### src/rtl/butterfly_pipe.sv
`timescale 1ns/1ps
// -----------------------------------------------------------------------------
// butterfly_pipe
//   Pipelined radix-2 DIF butterfly:  X1 = x1 + x2,  X2 = (x1 - x2) * W.
//   Three registered stages (sum/diff, products, combine+round+reduce), each
//   with its own valid bit and a ready chain that lets the pipe hold up to
//   three pairs under backpressure without dropping or reordering them.
//
// Ports
//   clk, rst_n          clock (rising edge), asynchronous active-low reset
//   in_valid/in_ready   input handshake; x1/x2/w/inv/scale sampled on transfer
//   x1_r..x2_i          DW-bit signed operands
//   w_r, w_i            TW-bit signed twiddle, FRAC fractional bits
//   inv                 1 = multiply by conj(W) (inverse FFT)
//   scale               1 = halve both outputs (rounded)
//   out_valid/out_ready output handshake; results hold while stalled
//   X1_r..X2_i          DW-bit signed results (saturated or wrapped by SAT)
//   ovf, ovf_clr        sticky "a result did not fit" flag and its clear
// -----------------------------------------------------------------------------
module butterfly_pipe #(
  parameter int DW   = 12,
  parameter int TW   = 12,
  parameter int FRAC = 10,
  parameter int SAT  = 1
) (
  input  logic                 clk,
  input  logic                 rst_n,
  input  logic                 in_valid,
  output logic                 in_ready,
  input  logic signed [DW-1:0] x1_r,
  input  logic signed [DW-1:0] x1_i,
  input  logic signed [DW-1:0] x2_r,
  input  logic signed [DW-1:0] x2_i,
  input  logic signed [TW-1:0] w_r,
  input  logic signed [TW-1:0] w_i,
  input  logic                 inv,
  input  logic                 scale,
  output logic                 out_valid,
  input  logic                 out_ready,
  output logic signed [DW-1:0] X1_r,
  output logic signed [DW-1:0] X1_i,
  output logic signed [DW-1:0] X2_r,
  output logic signed [DW-1:0] X2_i,
  output logic                 ovf,
  input  logic                 ovf_clr
);

  // Sum/difference width, widened twiddle, product width, combine width.
  // The combine width carries two guard bits: one for ac-bd / ad+bc and one
  // for the rounding increment, so nothing is lost before reduction.
  localparam int SW = DW + 1;
  localparam int WW = TW + 1;
  localparam int PW = SW + WW;
  localparam int CW = PW + 2;

  localparam logic signed [CW-1:0] ONE_C     = {{(CW-1){1'b0}}, 1'b1};
  localparam logic signed [CW-1:0] HALF_C    = ONE_C <<< (FRAC - 1);
  localparam logic signed [CW-1:0] HALF_SC_C = ONE_C <<< FRAC;
  localparam logic signed [CW-1:0] MAX_C     = {{(CW-DW+1){1'b0}}, {(DW-1){1'b1}}};
  localparam logic signed [CW-1:0] MIN_C     = {{(CW-DW+1){1'b1}}, {(DW-1){1'b0}}};

  // True when v is representable in DW signed bits.
  function automatic logic fits_dw(input logic signed [CW-1:0] v);
    return (v >= MIN_C) && (v <= MAX_C);
  endfunction

  // Clamp (SAT != 0) or keep the low DW bits (SAT == 0).
  function automatic logic signed [DW-1:0] reduce_dw(input logic signed [CW-1:0] v);
    logic signed [DW-1:0] r;
    if ((SAT != 0) && (v > MAX_C)) begin
      r = MAX_C[DW-1:0];
    end else if ((SAT != 0) && (v < MIN_C)) begin
      r = MIN_C[DW-1:0];
    end else begin
      r = v[DW-1:0];
    end
    return r;
  endfunction

  // Product path: add half an LSB of the target scale, then arithmetic shift
  // (round half toward +inf). scale adds one more bit of shift.
  function automatic logic signed [CW-1:0] round_x2(input logic signed [CW-1:0] p,
                                                    input logic              sc);
    logic signed [CW-1:0] r;
    if (sc) begin
      r = (p + HALF_SC_C) >>> (FRAC + 1);
    end else begin
      r = (p + HALF_C) >>> FRAC;
    end
    return r;
  endfunction

  // Sum path: pass through, or (sum + 1) >>> 1 when halving.
  function automatic logic signed [CW-1:0] round_x1(input logic signed [SW-1:0] s,
                                                    input logic              sc);
    logic signed [CW-1:0] e;
    logic signed [CW-1:0] r;
    e = CW'(s);
    if (sc) begin
      r = (e + ONE_C) >>> 1;
    end else begin
      r = e;
    end
    return r;
  endfunction

  // ---------------------------------------------------------------- control
  logic s1_valid_r;
  logic s2_valid_r;
  logic en1_s;
  logic en2_s;
  logic en3_s;
  logic ld3_s;

  // A stage may load when it is empty or its content moves on this cycle.
  assign en3_s    = !out_valid || out_ready;
  assign en2_s    = !s2_valid_r || en3_s;
  assign en1_s    = !s1_valid_r || en2_s;
  assign ld3_s    = en3_s && s2_valid_r;
  assign in_ready = en1_s;

  // Valid bits of the three stages.
  always_ff @(posedge clk or negedge rst_n) begin
    if (!rst_n) begin
      s1_valid_r <= 1'b0;
      s2_valid_r <= 1'b0;
      out_valid  <= 1'b0;
    end else begin
      if (en1_s) s1_valid_r <= in_valid;
      if (en2_s) s2_valid_r <= s1_valid_r;
      if (en3_s) out_valid  <= s2_valid_r;
    end
  end

  // ---------------------------------------------------------------- stage 1
  logic signed [SW-1:0] sum_re_s, sum_im_s, dif_re_s, dif_im_s;
  logic signed [SW-1:0] s1_sum_re_r, s1_sum_im_r, s1_dif_re_r, s1_dif_im_r;
  logic signed [TW-1:0] s1_w_re_r, s1_w_im_r;
  logic                 s1_inv_r, s1_scale_r;

  assign sum_re_s = SW'(x1_r) + SW'(x2_r);
  assign sum_im_s = SW'(x1_i) + SW'(x2_i);
  assign dif_re_s = SW'(x1_r) - SW'(x2_r);
  assign dif_im_s = SW'(x1_i) - SW'(x2_i);

  // Stage 1 registers: capture sums, differences and twiddle on input transfer.
  always_ff @(posedge clk or negedge rst_n) begin
    if (!rst_n) begin
      s1_sum_re_r <= {SW{1'b0}};
      s1_sum_im_r <= {SW{1'b0}};
      s1_dif_re_r <= {SW{1'b0}};
      s1_dif_im_r <= {SW{1'b0}};
      s1_w_re_r   <= {TW{1'b0}};
      s1_w_im_r   <= {TW{1'b0}};
      s1_inv_r    <= 1'b0;
      s1_scale_r  <= 1'b0;
    end else if (en1_s && in_valid) begin
      s1_sum_re_r <= sum_re_s;
      s1_sum_im_r <= sum_im_s;
      s1_dif_re_r <= dif_re_s;
      s1_dif_im_r <= dif_im_s;
      s1_w_re_r   <= w_r;
      s1_w_im_r   <= w_i;
      s1_inv_r    <= inv;
      s1_scale_r  <= scale;
    end
  end

  // ---------------------------------------------------------------- stage 2
  logic signed [WW-1:0] wi_ext_s;
  logic signed [WW-1:0] wi_eff_s;
  logic signed [PW-1:0] a_s, b_s, c_s, d_s;
  logic signed [PW-1:0] ac_s, bd_s, ad_s, bc_s;
  logic signed [PW-1:0] s2_ac_r, s2_bd_r, s2_ad_r, s2_bc_r;
  logic signed [SW-1:0] s2_sum_re_r, s2_sum_im_r;
  logic                 s2_scale_r;

  // Imaginary twiddle widened by one bit first so that negating the most
  // negative TW-bit value is exact.
  assign wi_ext_s = WW'(s1_w_im_r);

  // Conjugate twiddle for the inverse transform.
  always_comb begin
    wi_eff_s = wi_ext_s;
    if (s1_inv_r) begin
      wi_eff_s = -wi_ext_s;
    end else begin
      wi_eff_s = wi_ext_s;
    end
  end

  assign a_s  = PW'(s1_dif_re_r);
  assign b_s  = PW'(s1_dif_im_r);
  assign c_s  = PW'(s1_w_re_r);
  assign d_s  = PW'(wi_eff_s);
  assign ac_s = a_s * c_s;
  assign bd_s = b_s * d_s;
  assign ad_s = a_s * d_s;
  assign bc_s = b_s * c_s;

  // Stage 2 registers: four partial products plus the delayed sums.
  always_ff @(posedge clk or negedge rst_n) begin
    if (!rst_n) begin
      s2_ac_r     <= {PW{1'b0}};
      s2_bd_r     <= {PW{1'b0}};
      s2_ad_r     <= {PW{1'b0}};
      s2_bc_r     <= {PW{1'b0}};
      s2_sum_re_r <= {SW{1'b0}};
      s2_sum_im_r <= {SW{1'b0}};
      s2_scale_r  <= 1'b0;
    end else if (en2_s && s1_valid_r) begin
      s2_ac_r     <= ac_s;
      s2_bd_r     <= bd_s;
      s2_ad_r     <= ad_s;
      s2_bc_r     <= bc_s;
      s2_sum_re_r <= s1_sum_re_r;
      s2_sum_im_r <= s1_sum_im_r;
      s2_scale_r  <= s1_scale_r;
    end
  end

  // ---------------------------------------------------------------- stage 3
  logic signed [CW-1:0] re_full_s, im_full_s;
  logic signed [CW-1:0] x1re_s, x1im_s, x2re_s, x2im_s;
  logic                 ovf_hit_s;

  assign re_full_s = CW'(s2_ac_r) - CW'(s2_bd_r);
  assign im_full_s = CW'(s2_ad_r) + CW'(s2_bc_r);
  assign x1re_s    = round_x1(s2_sum_re_r, s2_scale_r);
  assign x1im_s    = round_x1(s2_sum_im_r, s2_scale_r);
  assign x2re_s    = round_x2(re_full_s, s2_scale_r);
  assign x2im_s    = round_x2(im_full_s, s2_scale_r);
  assign ovf_hit_s = !fits_dw(x1re_s) || !fits_dw(x1im_s) ||
                     !fits_dw(x2re_s) || !fits_dw(x2im_s);

  // Output registers: load only when stage 3 accepts, so they hold while stalled.
  always_ff @(posedge clk or negedge rst_n) begin
    if (!rst_n) begin
      X1_r <= {DW{1'b0}};
      X1_i <= {DW{1'b0}};
      X2_r <= {DW{1'b0}};
      X2_i <= {DW{1'b0}};
    end else if (ld3_s) begin
      X1_r <= reduce_dw(x1re_s);
      X1_i <= reduce_dw(x1im_s);
      X2_r <= reduce_dw(x2re_s);
      X2_i <= reduce_dw(x2im_s);
    end
  end

  // Sticky overflow: a new overflow on stage-3 load beats a simultaneous clear.
  always_ff @(posedge clk or negedge rst_n) begin
    if (!rst_n) begin
      ovf <= 1'b0;
    end else if (ld3_s && ovf_hit_s) begin
      ovf <= 1'b1;
    end else if (ovf_clr) begin
      ovf <= 1'b0;
    end
  end

endmodule

### config.mk
export PLATFORM = sky130hd
export DESIGN_NAME = butterfly_pipe
export DESIGN_NICKNAME = d
export VERILOG_FILES = /design/src/rtl/butterfly_pipe.sv
export SDC_FILE = /design/constraint.sdc
export NUM_CORES = 2
export LEC_CHECK = 0
export BUFFER_PORTS_ARGS = -buffer_cell sky130_fd_sc_hd__buf_2
export CELL_PAD_IN_SITES_DETAIL_PLACEMENT = 1
export CELL_PAD_IN_SITES_GLOBAL_PLACEMENT = 2
export CORE_ASPECT_RATIO = 1.2
export CORE_MARGIN = 3
export CORE_UTILIZATION = 45
export CTS_BUF_LIST = sky130_fd_sc_hd__clkbuf_4 sky130_fd_sc_hd__clkbuf_8 sky130_fd_sc_hd__clkbuf_16
export DETAILED_ROUTE_END_ITERATION = 8
export PLACE_DENSITY = 0.86
export SYNTH_ARGS = -nofsm -noshare
export SYNTH_HDL_FRONTEND = slang
export SYNTH_SLANG_ARGS = --single-unit
### constraint.sdc
create_clock -name clk -period 14.8 [get_ports clk]
set_input_delay 2.96 -clock clk [delete_from_list [all_inputs] [get_ports clk]]
set_output_delay 2.96 -clock clk [all_outputs]
set_load 0.02 [all_outputs]
==> flow_summary.toml <==
[cells_and_area]
drive_gt1_frac = 0.0923
fin_nets = 5573
syn_to_final_growth_pct = 7.61
final_util = 0.491

[worst_setup_path]
r2r_start = "s1_w_im_r[0]$_DFFE_PN0P_"
worst_setup_path_start_kind = "register"
crit_type = "reg -> reg"
arrival_ns = 9.33
reg2reg_to = "s2_bd_r[25]$_DFFE_PN0P_"
critPathMaxFanout = 29
critPathCapture = "s2_bd_r[25]$_DFFE_PN0P_"
cp.required_ns = 15.23
critPathCaptureType = "register"
crit_start = "s1_w_im_r[0]$_DFFE_PN0P_"
rrSetupSlack_ns = 5.90
reg2reg_depth = 26

[detailed_routing]
ant_nets = 0
drc = 0
vias = 31000
viasPerCell = 5.43
drt-total-wl_um = 114000
drt-initial-drc-count = 1327
drt_pass1_iterations = 5
wl_per_cell_um = 20.0

[cts]
post-cts-setup-buffer-count = 0
hold_buffers = 0
cts_tree = "yes"
cts-root-buf = "clkbuf_16"
cts.reportedPaths.clkPinSlew_ns = 0.07
clock_path_buffers = 3
cts_resized = 0
numClockSinks = 257
cts_buffers = 35
insertion_delay_ns = 0.58
h-tree-depth = 2

[yosys]
syn_inst = 4503
synth_top_area_frac = 0.306
yosysUniqueCellTypes = 108
ys_seq_area_frac = 0.157
yosysMostFrequentCell = "inv_1"
synth_top_area_cell = "fa_1"
yosysWarningCount = 0
netlist_area_mm2 = 0.0409
synth_flop_cell = "dfrtp_1"
synth_edf_count = 0
syn-num-nets = 5551
synth_seq_cells = 257
ys_top_cells_by_area = "fa_1, dfrtp_1, ha_1"
synth.avg_cell_area_um2 = 9.08
synth_common_cells = "inv_1, fa_1, nand2_1, ha_1, and2_1"
async_flop_share = 1.00

[placed_design]
numPortBuffers = 129
place_congestion = 0.851
place_ws_ns = 5.99
hpwl_um = 90900

[global_route]
grt_pass1_wl_um = 187000
grt_pass1_vias = 34300
grt_usage = 0.250
antenna_found_initial = 4
grt_max_degree = 137
grt-ovfl-total = 0

[die]
floorplan.die_area_mm2 = 0.0945
die_y_um = 336
initial_core_util = 0.456
dieWidth_um = 281
ios = 130
fp-row-count = 120
core_mm2 = 0.0896

[worst_hold_path]
hold_path_class = "reg -> reg"

[sta]
maxSlewViolCount = 0
setup_viol = 0
worst_pin_slew_ns = 1.24
rsz0062_at_grt = "no"
clock_skew_ns = 0.0295
maxSlewHeadroom = 0.172
fmax_mhz = 112
hold_viol_final = 0
period_share = 0.601
setup-tns-final_ns = 0
setup_ws_ns = 5.90
post-route-min-period_ns = 8.90

[outcome]
status = "completed"

[flow_run]
cap_viol_max_count = 0
==> worst min-delay path by stage <==
stage | endpoint | depth (start not counted) | slack [ns] | startpoint
final | X1_i[3]$_DFFE_PN0P_ | 2 | 0.47 | X1_i[3]$_DFFE_PN0P_
after global routing | X1_r[2]$_DFFE_PN0P_ | 2 | 0.50 | X1_r[2]$_DFFE_PN0P_
after CTS | X2_i[11]$_DFFE_PN0P_ | 2 | 0.48 | X2_i[11]$_DFFE_PN0P_
after detailed placement | X2_i[11]$_DFFE_PN0P_ | 2 | 0.46 | X2_i[11]$_DFFE_PN0P_
after global placement | X1_i[11]$_DFFE_PN0P_ | 2 | 0.46 | X1_i[11]$_DFFE_PN0P_
after floorplan | s1_sum_im_r[12]$_DFFE_PN0P_ | 1 | 0.45 | s1_sum_im_r[12]$_DFFE_PN0P_
==> per-stage QoR <==
step | hold slack [ns] | std cells | instance area [µm²]
CTS | 0.478 | 5711 | 44000
floorplan | 0.445 | 4503 | 40900
global route | 0.498 | 5712 | 44000
detailed placement | 0.465 | 5647 | 42800
global placement | 0.456 | 5647 | 42800
finish | 0.471 | 5712 | 44000
==> layer usage <==
layer | share of wire | wire length, µm | up-vias | global-route usage
met3 | 0.030 | 3400 | 154 | 0.0242
li1 | - | - | 14400 | -
met5 | 0.00025 | 29 | - | 0
met1 | 0.43 | 49500 | 16100 | 0.322
met2 | 0.51 | 58100 | 441 | 0.446
met4 | 0.030 | 3400 | 4 | 0.0704
==> cell type report <==
cell class                      count  area (µm²)
Antenna cell                        1        2.50
Clock buffer                       48        1010
Clock inverter                     16         216
Fill cell                       10400       45700
Inverter                          748        2810
Multi-Input combinational cell   3297       31000
Sequential cell                   257        6440
Tap cell                         1159        1450
Timing Repair Buffer              186        1100
==> placed cells by master (no fill, tap or decap), drive strengths merged, types with 26 or more instances in the layout <==
master,instances
inv,750
fa,624
nand2,596
ha,345
and2,280
dfrtp,257
o21ai,231
buf,186
nor2,168
a21oi,143
xnor2,141
mux2,83
xor2,58
nand3,53
nand2b,50
a21o,49
clkbuf,48
nor3,44
o31ai,30
o21bai,28
and3,26
a31oi,26
==> critical path: stages, from the launching register on <==
cell,delay (ns)
dfrtp_1,0.73
inv_1,0.21
ha_1,0.21
nand2_1,0.13
nor4_1,0.28
nor2_1,0.08
mux2i_2,0.76
buf_4,0.36
or2_2,0.16
fa_1,0.41
fa_1,0.55
inv_1,0.06
fa_1,0.50
fa_1,0.52
fa_1,0.54
inv_1,0.05
fa_1,0.52
inv_1,0.04
ha_1,0.34
a211o_1,0.30
a2111oi_0,0.55
o31ai_1,0.25
o31a_1,0.32
or4_1,0.41
a31oi_1,0.22
xnor2_1,0.14
o21ai_0,0.08
==> cells by family (layout without fill, tap and decap cells) <==
group | Yosys count | in the layout | share of synthesized area
and+or+nand+nor | 1335 | 1335 | 0.160
adders and majority gates | 989 | 989 | 0.416
buffers and inverters | 949 | 998 | 0.0875
AOI/OAI and AO/OA | 675 | 675 | 0.109
DFF | 257 | 257 | 0.157
xor gates and xnor gates | 199 | 199 | 0.0434
muxes | 99 | 99 | 0.0269
other | 0 | 1 | 0
==> registers in the layout (all words and copies together) (netlist names), 12 cells and up <==
signal       flops
s1_dif_im_r     12
X2_i            12
s1_dif_re_r     12
s1_w_re_r       12
s2_ac_r         25
X2_r            12
X1_i            12
s2_ad_r         26
s1_sum_re_r     13
s2_bc_r         25
s2_sum_im_r     13
s1_w_im_r       12
s2_sum_re_r     13
X1_r            12
s1_sum_im_r     13
s2_bd_r         26
Power is not shown: default switching activity piles up to over one toggle a cycle in this logic, so the estimate is an artifact.
